--- config.mk ---
export PLATFORM = sky130hd
export DESIGN_NAME = tpu_sequencer
export DESIGN_NICKNAME = d
export VERILOG_FILES = /design/src/rtl/tpu_seq_pkg.sv /design/src/rtl/seq_instr_fifo.sv /design/src/rtl/tpu_sequencer.sv
export SDC_FILE = /design/constraint.sdc
export NUM_CORES = 1
export LEC_CHECK = 0
export CELL_PAD_IN_SITES_DETAIL_PLACEMENT = 1
export CELL_PAD_IN_SITES_GLOBAL_PLACEMENT = 1
export CORE_MARGIN = 2
export CORE_UTILIZATION = 52
export DETAILED_ROUTE_END_ITERATION = 8
export GPL_ROUTABILITY_DRIVEN = 0
export HOLD_SLACK_MARGIN = 0.02
export PLACE_DENSITY_LB_ADDON = 0.05
export SLEW_MARGIN = 0
export SYNTH_ARGS = -nofsm -noshare
export SYNTH_HDL_FRONTEND = slang
export SYNTH_SLANG_ARGS = --single-unit
--- constraint.sdc ---
create_clock -name clk -period 5.05 [get_ports clk]
set_clock_uncertainty 0.15 [all_clocks]
set_input_delay 0.7575 -clock clk [delete_from_list [all_inputs] [get_ports clk]]
set_output_delay 0.7575 -clock clk [all_outputs]
set_load 0.02 [all_outputs]
--- src/rtl/tpu_seq_pkg.sv ---
// Shared types and helpers for the TPU instruction sequencer: opcode
// encoding, FSM state constants and the host instruction record.
package tpu_seq_pkg;

    localparam int SEQ_ADDR_W = 13;

    typedef enum logic [2:0] {
        OP_NOP         = 3'd0,
        OP_LOAD_WEIGHT = 3'd1,
        OP_LOAD_INPUT  = 3'd2,
        OP_MATMUL      = 3'd3,
        OP_STORE       = 3'd4,
        OP_HALT        = 3'd7
    } opcode_e;

    // Sequencer FSM state encoding.
    typedef logic [1:0] state_t;
    localparam state_t ST_IDLE    = 2'd0;
    localparam state_t ST_ISSUE   = 2'd1;
    localparam state_t ST_COMPUTE = 2'd2;
    localparam state_t ST_DRAIN   = 2'd3;

    // One host instruction as presented on the instr_* port.
    typedef struct packed {
        opcode_e                 opcode;
        logic [SEQ_ADDR_W-1:0]   addr;
    } instr_t;

    function automatic int max_int(input int a, input int b);
        return (a > b) ? a : b;
    endfunction

endpackage

--- src/rtl/seq_instr_fifo.sv ---
// Small synchronous FIFO holding queued host instructions. Depth must be a
// power of two so the pointers wrap naturally.
module seq_instr_fifo
    import tpu_seq_pkg::*;
#(
    parameter int DEPTH = 4,
    parameter int WIDTH = 16
) (
    input  logic                     clk,
    input  logic                     reset,
    input  logic                     push,
    input  logic [WIDTH-1:0]         push_data,
    input  logic                     pop,
    output logic [WIDTH-1:0]         pop_data,
    output logic                     full,
    output logic                     empty,
    output logic [$clog2(DEPTH):0]   count
);

    localparam int PTR_W = $clog2(DEPTH);
    localparam int CNT_W = PTR_W + 1;

    logic [WIDTH-1:0] mem_q [DEPTH];
    logic [PTR_W-1:0] wr_ptr_q, wr_ptr_d;
    logic [PTR_W-1:0] rd_ptr_q, rd_ptr_d;
    logic [CNT_W-1:0] count_q, count_d;
    logic             do_push, do_pop;

    assign full     = (count_q == CNT_W'(DEPTH));
    assign empty    = (count_q == '0);
    assign count    = count_q;
    assign pop_data = mem_q[rd_ptr_q];
    // A full queue refuses a push even if an entry leaves in the same cycle.
    assign do_push  = push & ~full;
    assign do_pop   = pop & ~empty;

    // Next pointer and occupancy values.
    always_comb begin
        // NOTE: defaults first so every path assigns every output; no latches.
        wr_ptr_d = wr_ptr_q;
        rd_ptr_d = rd_ptr_q;
        count_d  = count_q;
        if (do_push) wr_ptr_d = wr_ptr_q + PTR_W'(1);
        if (do_pop)  rd_ptr_d = rd_ptr_q + PTR_W'(1);
        case ({do_push, do_pop})
            2'b10:   count_d = count_q + CNT_W'(1);
            2'b01:   count_d = count_q - CNT_W'(1);
            default: count_d = count_q;
        endcase
    end

    // Pointer and count registers.
    always_ff @(posedge clk or negedge reset) begin
        // NOTE: non-blocking assignments so all flops update from pre-edge values.
        if (!reset) begin
            wr_ptr_q <= '0;
            rd_ptr_q <= '0;
            count_q  <= '0;
        end else begin
            wr_ptr_q <= wr_ptr_d;
            rd_ptr_q <= rd_ptr_d;
            count_q  <= count_d;
        end
    end

    // Entry storage.
    // NOTE: storage is not reset; an entry is only read after it was written.
    always_ff @(posedge clk) begin
        if (do_push) mem_q[wr_ptr_q] <= push_data;
    end

endmodule

--- src/rtl/tpu_sequencer.sv ---
// Instruction sequencer for the 2x2 systolic datapath. Host instructions are
// queued, then executed in order as registered one-cycle strobes (or a
// MM_CYCLES-long valid window for MATMUL followed by a drain gap).
module tpu_sequencer
    import tpu_seq_pkg::*;
#(
    parameter int ADDR_W       = 13,
    parameter int QUEUE_DEPTH  = 4,
    parameter int MM_CYCLES    = 5,
    parameter int DRAIN_CYCLES = 2
) (
    input  logic              clk,
    input  logic              reset,
    input  logic              instr_valid,
    output logic              instr_ready,
    input  logic [2:0]        instr_opcode,
    input  logic [ADDR_W-1:0] instr_addr,
    output logic              load_weight,
    output logic              load_input,
    output logic              valid,
    output logic              store,
    output logic [ADDR_W-1:0] base_address,
    output logic              busy,
    output logic              done,
    output logic              err
);

    localparam int CNT_W  = $clog2(max_int(MM_CYCLES, DRAIN_CYCLES) + 1);
    localparam int FIFO_W = 3 + ADDR_W;
    localparam int FCNT_W = $clog2(QUEUE_DEPTH) + 1;

    logic              fifo_push, fifo_pop, fifo_full, fifo_empty;
    logic [FIFO_W-1:0] fifo_wdata, fifo_rdata;
    logic [FCNT_W-1:0] fifo_count;

    state_t            state_q, state_d;
    logic [CNT_W-1:0]  cnt_q, cnt_d;
    logic [2:0]        op_q, op_d;
    logic [ADDR_W-1:0] addr_q, addr_d;
    logic              w_loaded_q, w_loaded_d;
    logic              i_loaded_q, i_loaded_d;
    logic              err_q, err_d;
    logic              load_weight_q, load_weight_d;
    logic              load_input_q, load_input_d;
    logic              store_q, store_d;
    logic              valid_q, valid_d;
    logic              done_q, done_d;
    logic [ADDR_W-1:0] base_address_q, base_address_d;
    logic              finish_mm;

    // The host sees no room while reset is held, whatever the queue holds.
    assign instr_ready = reset & ~fifo_full;
    assign fifo_push   = instr_valid & instr_ready;
    assign fifo_wdata  = {instr_opcode, instr_addr};

    seq_instr_fifo #(
        .DEPTH (QUEUE_DEPTH),
        .WIDTH (FIFO_W)
    ) u_fifo (
        .clk       (clk),
        .reset     (reset),
        .push      (fifo_push),
        .push_data (fifo_wdata),
        .pop       (fifo_pop),
        .pop_data  (fifo_rdata),
        .full      (fifo_full),
        .empty     (fifo_empty),
        .count     (fifo_count)
    );

    // Sequencer FSM: fetch, issue, hold valid for a MATMUL, then drain.
    always_comb begin
        state_d        = state_q;
        cnt_d          = cnt_q;
        op_d           = op_q;
        addr_d         = addr_q;
        w_loaded_d     = w_loaded_q;
        i_loaded_d     = i_loaded_q;
        err_d          = err_q;
        load_weight_d  = 1'b0;
        load_input_d   = 1'b0;
        store_d        = 1'b0;
        valid_d        = 1'b0;
        done_d         = 1'b0;
        base_address_d = base_address_q;
        fifo_pop       = 1'b0;
        finish_mm      = 1'b0;

        case (state_q)
            ST_IDLE: begin
                if (!fifo_empty) begin
                    fifo_pop = 1'b1;
                    op_d     = fifo_rdata[FIFO_W-1 -: 3];
                    addr_d   = fifo_rdata[ADDR_W-1:0];
                    state_d  = ST_ISSUE;
                end
            end
            ST_ISSUE: begin
                state_d = ST_IDLE;
                case (op_q)
                    OP_NOP: ;
                    OP_LOAD_WEIGHT: begin
                        load_weight_d  = 1'b1;
                        base_address_d = addr_q;
                        w_loaded_d     = 1'b1;
                    end
                    OP_LOAD_INPUT: begin
                        load_input_d   = 1'b1;
                        base_address_d = addr_q;
                        i_loaded_d     = 1'b1;
                    end
                    OP_STORE: begin
                        store_d        = 1'b1;
                        base_address_d = addr_q;
                    end
                    OP_MATMUL: begin
                        // Computing without both operands resident is a program error.
                        if (w_loaded_q && i_loaded_q) begin
                            valid_d = 1'b1;
                            if (MM_CYCLES > 1) begin
                                state_d = ST_COMPUTE;
                                cnt_d   = CNT_W'(MM_CYCLES - 1);
                            end else begin
                                finish_mm = 1'b1;
                            end
                        end else begin
                            err_d = 1'b1;
                        end
                    end
                    OP_HALT: done_d = 1'b1;
                    default: err_d = 1'b1;
                endcase
            end
            ST_COMPUTE: begin
                // The ISSUE cycle already supplied the first valid cycle.
                valid_d = 1'b1;
                if (cnt_q == CNT_W'(1)) finish_mm = 1'b1;
                else                    cnt_d = cnt_q - CNT_W'(1);
            end
            ST_DRAIN: begin
                if (cnt_q == CNT_W'(1)) state_d = ST_IDLE;
                else                    cnt_d = cnt_q - CNT_W'(1);
            end
            default: state_d = ST_IDLE;
        endcase

        // End of a MATMUL: inputs are consumed, weights stay resident.
        if (finish_mm) begin
            i_loaded_d = 1'b0;
            if (DRAIN_CYCLES > 0) begin
                state_d = ST_DRAIN;
                cnt_d   = CNT_W'(DRAIN_CYCLES);
            end else begin
                state_d = ST_IDLE;
            end
        end
    end

    // State, instruction register, flags and registered datapath strobes.
    always_ff @(posedge clk or negedge reset) begin
        if (!reset) begin
            state_q        <= ST_IDLE;
            cnt_q          <= '0;
            op_q           <= '0;
            addr_q         <= '0;
            w_loaded_q     <= 1'b0;
            i_loaded_q     <= 1'b0;
            err_q          <= 1'b0;
            load_weight_q  <= 1'b0;
            load_input_q   <= 1'b0;
            store_q        <= 1'b0;
            valid_q        <= 1'b0;
            done_q         <= 1'b0;
            base_address_q <= '0;
        end else begin
            state_q        <= state_d;
            cnt_q          <= cnt_d;
            op_q           <= op_d;
            addr_q         <= addr_d;
            w_loaded_q     <= w_loaded_d;
            i_loaded_q     <= i_loaded_d;
            err_q          <= err_d;
            load_weight_q  <= load_weight_d;
            load_input_q   <= load_input_d;
            store_q        <= store_d;
            valid_q        <= valid_d;
            done_q         <= done_d;
            base_address_q <= base_address_d;
        end
    end

    assign load_weight  = load_weight_q;
    assign load_input   = load_input_q;
    assign store        = store_q;
    assign valid        = valid_q;
    assign done         = done_q;
    assign err          = err_q;
    assign base_address = base_address_q;
    assign busy         = (state_q != ST_IDLE) || (fifo_count != '0);

endmodule

==> flow_summary_export.csv <==
group,metric,value,unit
run_status,status,"complete, no violations",
grt,grt_pass1_wl,15600,um
die,io_pins,40,
die,die_h,98.9,um
finish,layout-drive-gt1-share,20.0,%
pwr,leakage,2.27,nW
pwr,combPwrFrac,31.0,%
logic_synthesis,yosys_warnings,0,
sta,drv_slew,0,
finish,fillers,797,
clock_tree,cts.repair_timing.setup_buffer_count,0,
critical_path,critPathKind,"reg2out",
logic_synthesis,syn-mean-instance-area,15.8,um^2
critical_path,crit_fanout,6,
drt,drc,0,
critical_path,timing.rr.end,"u_fifo.count[2]",
clock_tree,clock-root-buffer,"clkbuf_8",
clock_tree,cts_sinks,113,
clock_tree,numCtsBuffers,17,
critical_path,reg2reg_depth,10,
critical_path,r2r_slack,2.16,ns
drt,detail_route.wl_per_cell,20.4,um
critical_path,path_cells,"inv_1 > a31oi_2 > clkdlybuf4s50_1",
critical_path,slowest_stage,"clkdlybuf4s50_1",
die,die_w,98.9,um
pwr,p_seq_share,38.4,%
die,core,8720,um^2
grt,grt_antenna_before_repair,0,
sta,worst_slew_pin_slew,1.09,ns
logic_synthesis,ys_seq_area_share,67.3,%
sta,setup_tns,0,ns
finish,seqCellArea,3150,um^2
logic_synthesis,syn_nets,328,
pwr,p_total,3.79,mW
clock_tree,cts_resized,0,
logic_synthesis,synth_cells,296,
critical_path,crit_required,4.14,ns
die,num_rows,34,
clock_tree,clockBufferDepth,2,
clock_tree,cts_tree,"yes",
grt,grt_pass1_vias,2928,
clock_tree,clkLatencyLatePin,0.51,ns
drt,routed_wl,9440,um
finish,multi_input_area,1370,um^2
sta,layout_worst_path_cycle_share,58.3,%
grt,grt_max_degree,50,
critical_path,arrival,2.03,ns
logic_synthesis,syn-cell-area,4680,um^2
drt,ant_nets,0,
pwr,p_sw,1.28,mW
pwr,p_int,2.51,mW
place,port_buffers,39,
finish,fin_nets,374,
logic_synthesis,ys_ff_latch,113,
clock_tree,cts-htree-levels,4,
pwr,switching_share,33.8,%
grt,gr-total-overflow,0,
finish,area_delta_synth_final,21.3,%
logic_synthesis,netlist-cell-type-count,46,
sta,finalHoldViolCount,0,
sta,relSlewSlack,27.6,%
sta,post-route-min-period,2.94,ns
grt,gr-usage-all-layers,21.6,%
die,start_util,53.7,%
sta,max_freq,340,MHz
critical_path,startpoint_type,"flip-flop",
clock_tree,clk_pin_slew,0.06,ns
clock_tree,cts_hold_buf,0,
critical_path,regToRegStartpoint,"state_q[0]",
critical_path,critPathTopFamily,"buffers and inverters",
sta,rsz0062_at_grt,"no",
sta,setup_viol,0,
drt,drt_iter0_drc,81,
drt,viasPerCell,5.43,
critical_path,crit_start,"u_fifo.count[0]",
place,dp_hpwl,5500,um
pwr,power_density,669,nW/um^2
drt,vias,2514,
pwr,clkPwrFrac,30.6,%
die,dieArea,9780,um^2
place,place_area,5100,um^2
finish,fin_area,5680,um^2
run,cap_violations,0,
drt,drtPass1Iterations,4,
pwr,ir_worst_vdd,0.270,mV
min_path,min_path_type,"in2async",
critical_path,cpPeakStageDelay,0.67,ns
critical_path,end_kind,"output port",
finish,num_antenna_cells,0,
critical_path,cp_num_buf_inv,2,
[kinds of logic after synthesis]
kind of cell               Yosys count  share of synthesized area, %
DFF                                113                          67.3
and+or+nand+nor                     79                          7.43
muxes                               31                          12.1
AOI/OAI and AO/OA                   26                          4.28
buffers and inverters               26                          3.42
adders and majority gates           13                          3.64
xor gates and xnor gates             8                          1.90
[cell usage after synthesis (all sizes together)]
| cell | count | area, um^2 |
|---|---|---|
| and2 | 2 | 12.5 |
| nor2b | 1 | 6.26 |
| inv | 13 | 51.3 |
| nor2 | 6 | 22.5 |
| a22o | 2 | 17.5 |
| a21oi | 4 | 20.0 |
| ha | 12 | 150 |
| a21o | 1 | 7.51 |
| fa | 1 | 20.0 |
| a31oi | 3 | 31.3 |
| nor3b | 3 | 22.5 |
| mux2i | 1 | 10.0 |
| or2 | 1 | 6.26 |
| edfxtp | 64 | 1920 |
| nand2b | 3 | 18.8 |
| a32o | 1 | 10.0 |
| a22oi | 1 | 7.51 |
| xnor2 | 4 | 35.0 |
| xor2 | 4 | 53.8 |
| o211ai | 2 | 28.8 |
| buf | 12 | 105 |
| dfrtp | 49 | 1230 |
| clkbuf | 1 | 3.75 |
| o31ai | 1 | 7.51 |
| o21ai | 7 | 38.8 |
| mux2 | 14 | 195 |
| o21a | 2 | 15.0 |
| nor3 | 4 | 25.0 |
| o31a | 1 | 8.76 |
| o21bai | 1 | 7.51 |
| mux4 | 16 | 360 |
| nand2 | 55 | 209 |
| and3 | 4 | 25.0 |
[through the flow]
stage | cells | utilization [%] | worst slack (ns) | hold WS (ns)
floorplan | 296 | - | 2.61 | 0.290
global placement | 431 | 58.5 | 2.25 | 0.292
detailed placement | 431 | 58.5 | 2.17 | 0.297
CTS | 463 | 65.1 | 2.08 | 0.288
global route | 463 | 65.1 | 1.90 | 0.310
finish | 463 | 65.1 | 2.11 | 0.278
[flip-flops by register name, indices dropped and copies added, names as in the netlist]
signal and count:
addr_q 13, load_weight 1, base_address 13, err 1
u_fifo.rd_ptr_q 2, cnt_q 3, load_input 1, w_loaded_q 1
state_q 2, u_fifo.count 3, u_fifo.mem_q 64, store 1
op_q 3, i_loaded_q 1, done 1, u_fifo.wr_ptr_q 2
valid 1
[layout by cell type (no fill, tap or decap), drive strengths merged, types with 3 or more instances in the layout]
cell type / count
nor2: 6
o21ai: 7
ha: 12
edfxtp: 64
mux4: 16
nand2b: 3
clkinvlp: 3
clkbuf: 18
inv: 17
and3: 4
nand2: 55
nor3b: 3
xor2: 4
a31oi: 3
mux2: 14
clkinv: 5
clkdlybuf4s50: 38
xnor2: 4
dfrtp: 49
a21oi: 4
nor3: 4
[power groups by stage]
stage	Combinational, mW	Clock [mW]	Sequential, mW
2_1_floorplan	0.919	0	1.40
3_3_place_gp	1.13	0	1.46
3_5_place_dp	1.16	0	1.47
4_1_cts	1.20	1.18	1.47
5_1_grt	1.30	1.21	1.50
6_report	1.17	1.16	1.46
[worst reg2reg max path, delay by kind of cell, from the launching register on]
family	cells	cell delay, ns
buf+inv	3	0.54
simple gates	2	0.54
fa+ha+maj	3	0.85
xor+xnor	2	0.33
flops	1	0.42
[metal layers]
metal | routed length, um | GRT usage [%]
met1 | 4040 | 25.8
met5 | 0 | 0
met2 | 4860 | 36.5
met3 | 296 | 5.74
met4 | 248 | 10.3
[layout make-up]
type | instances | area share [%]
clock buffers | 18 | 7.36
clock inverters | 14 | 2.78
inverters | 13 | 0.904
multi-input cells | 157 | 24.2
flip-flops and latches | 113 | 55.5
well taps | 108 | 2.38
repair buffers | 40 | 6.92
[worst max-delay path by stage]
stage / end / cells past startpoint
6_report: instr_ready / 3
4_1_cts: instr_ready / 3
3_5_place_dp: u_fifo.count[2] / 10
3_3_place_gp: instr_ready / 4
5_1_grt: u_fifo.count[2] / 10
2_1_floorplan: u_fifo.count[1] / 8
No activity file was read; power rests on OpenSTA's default activity.
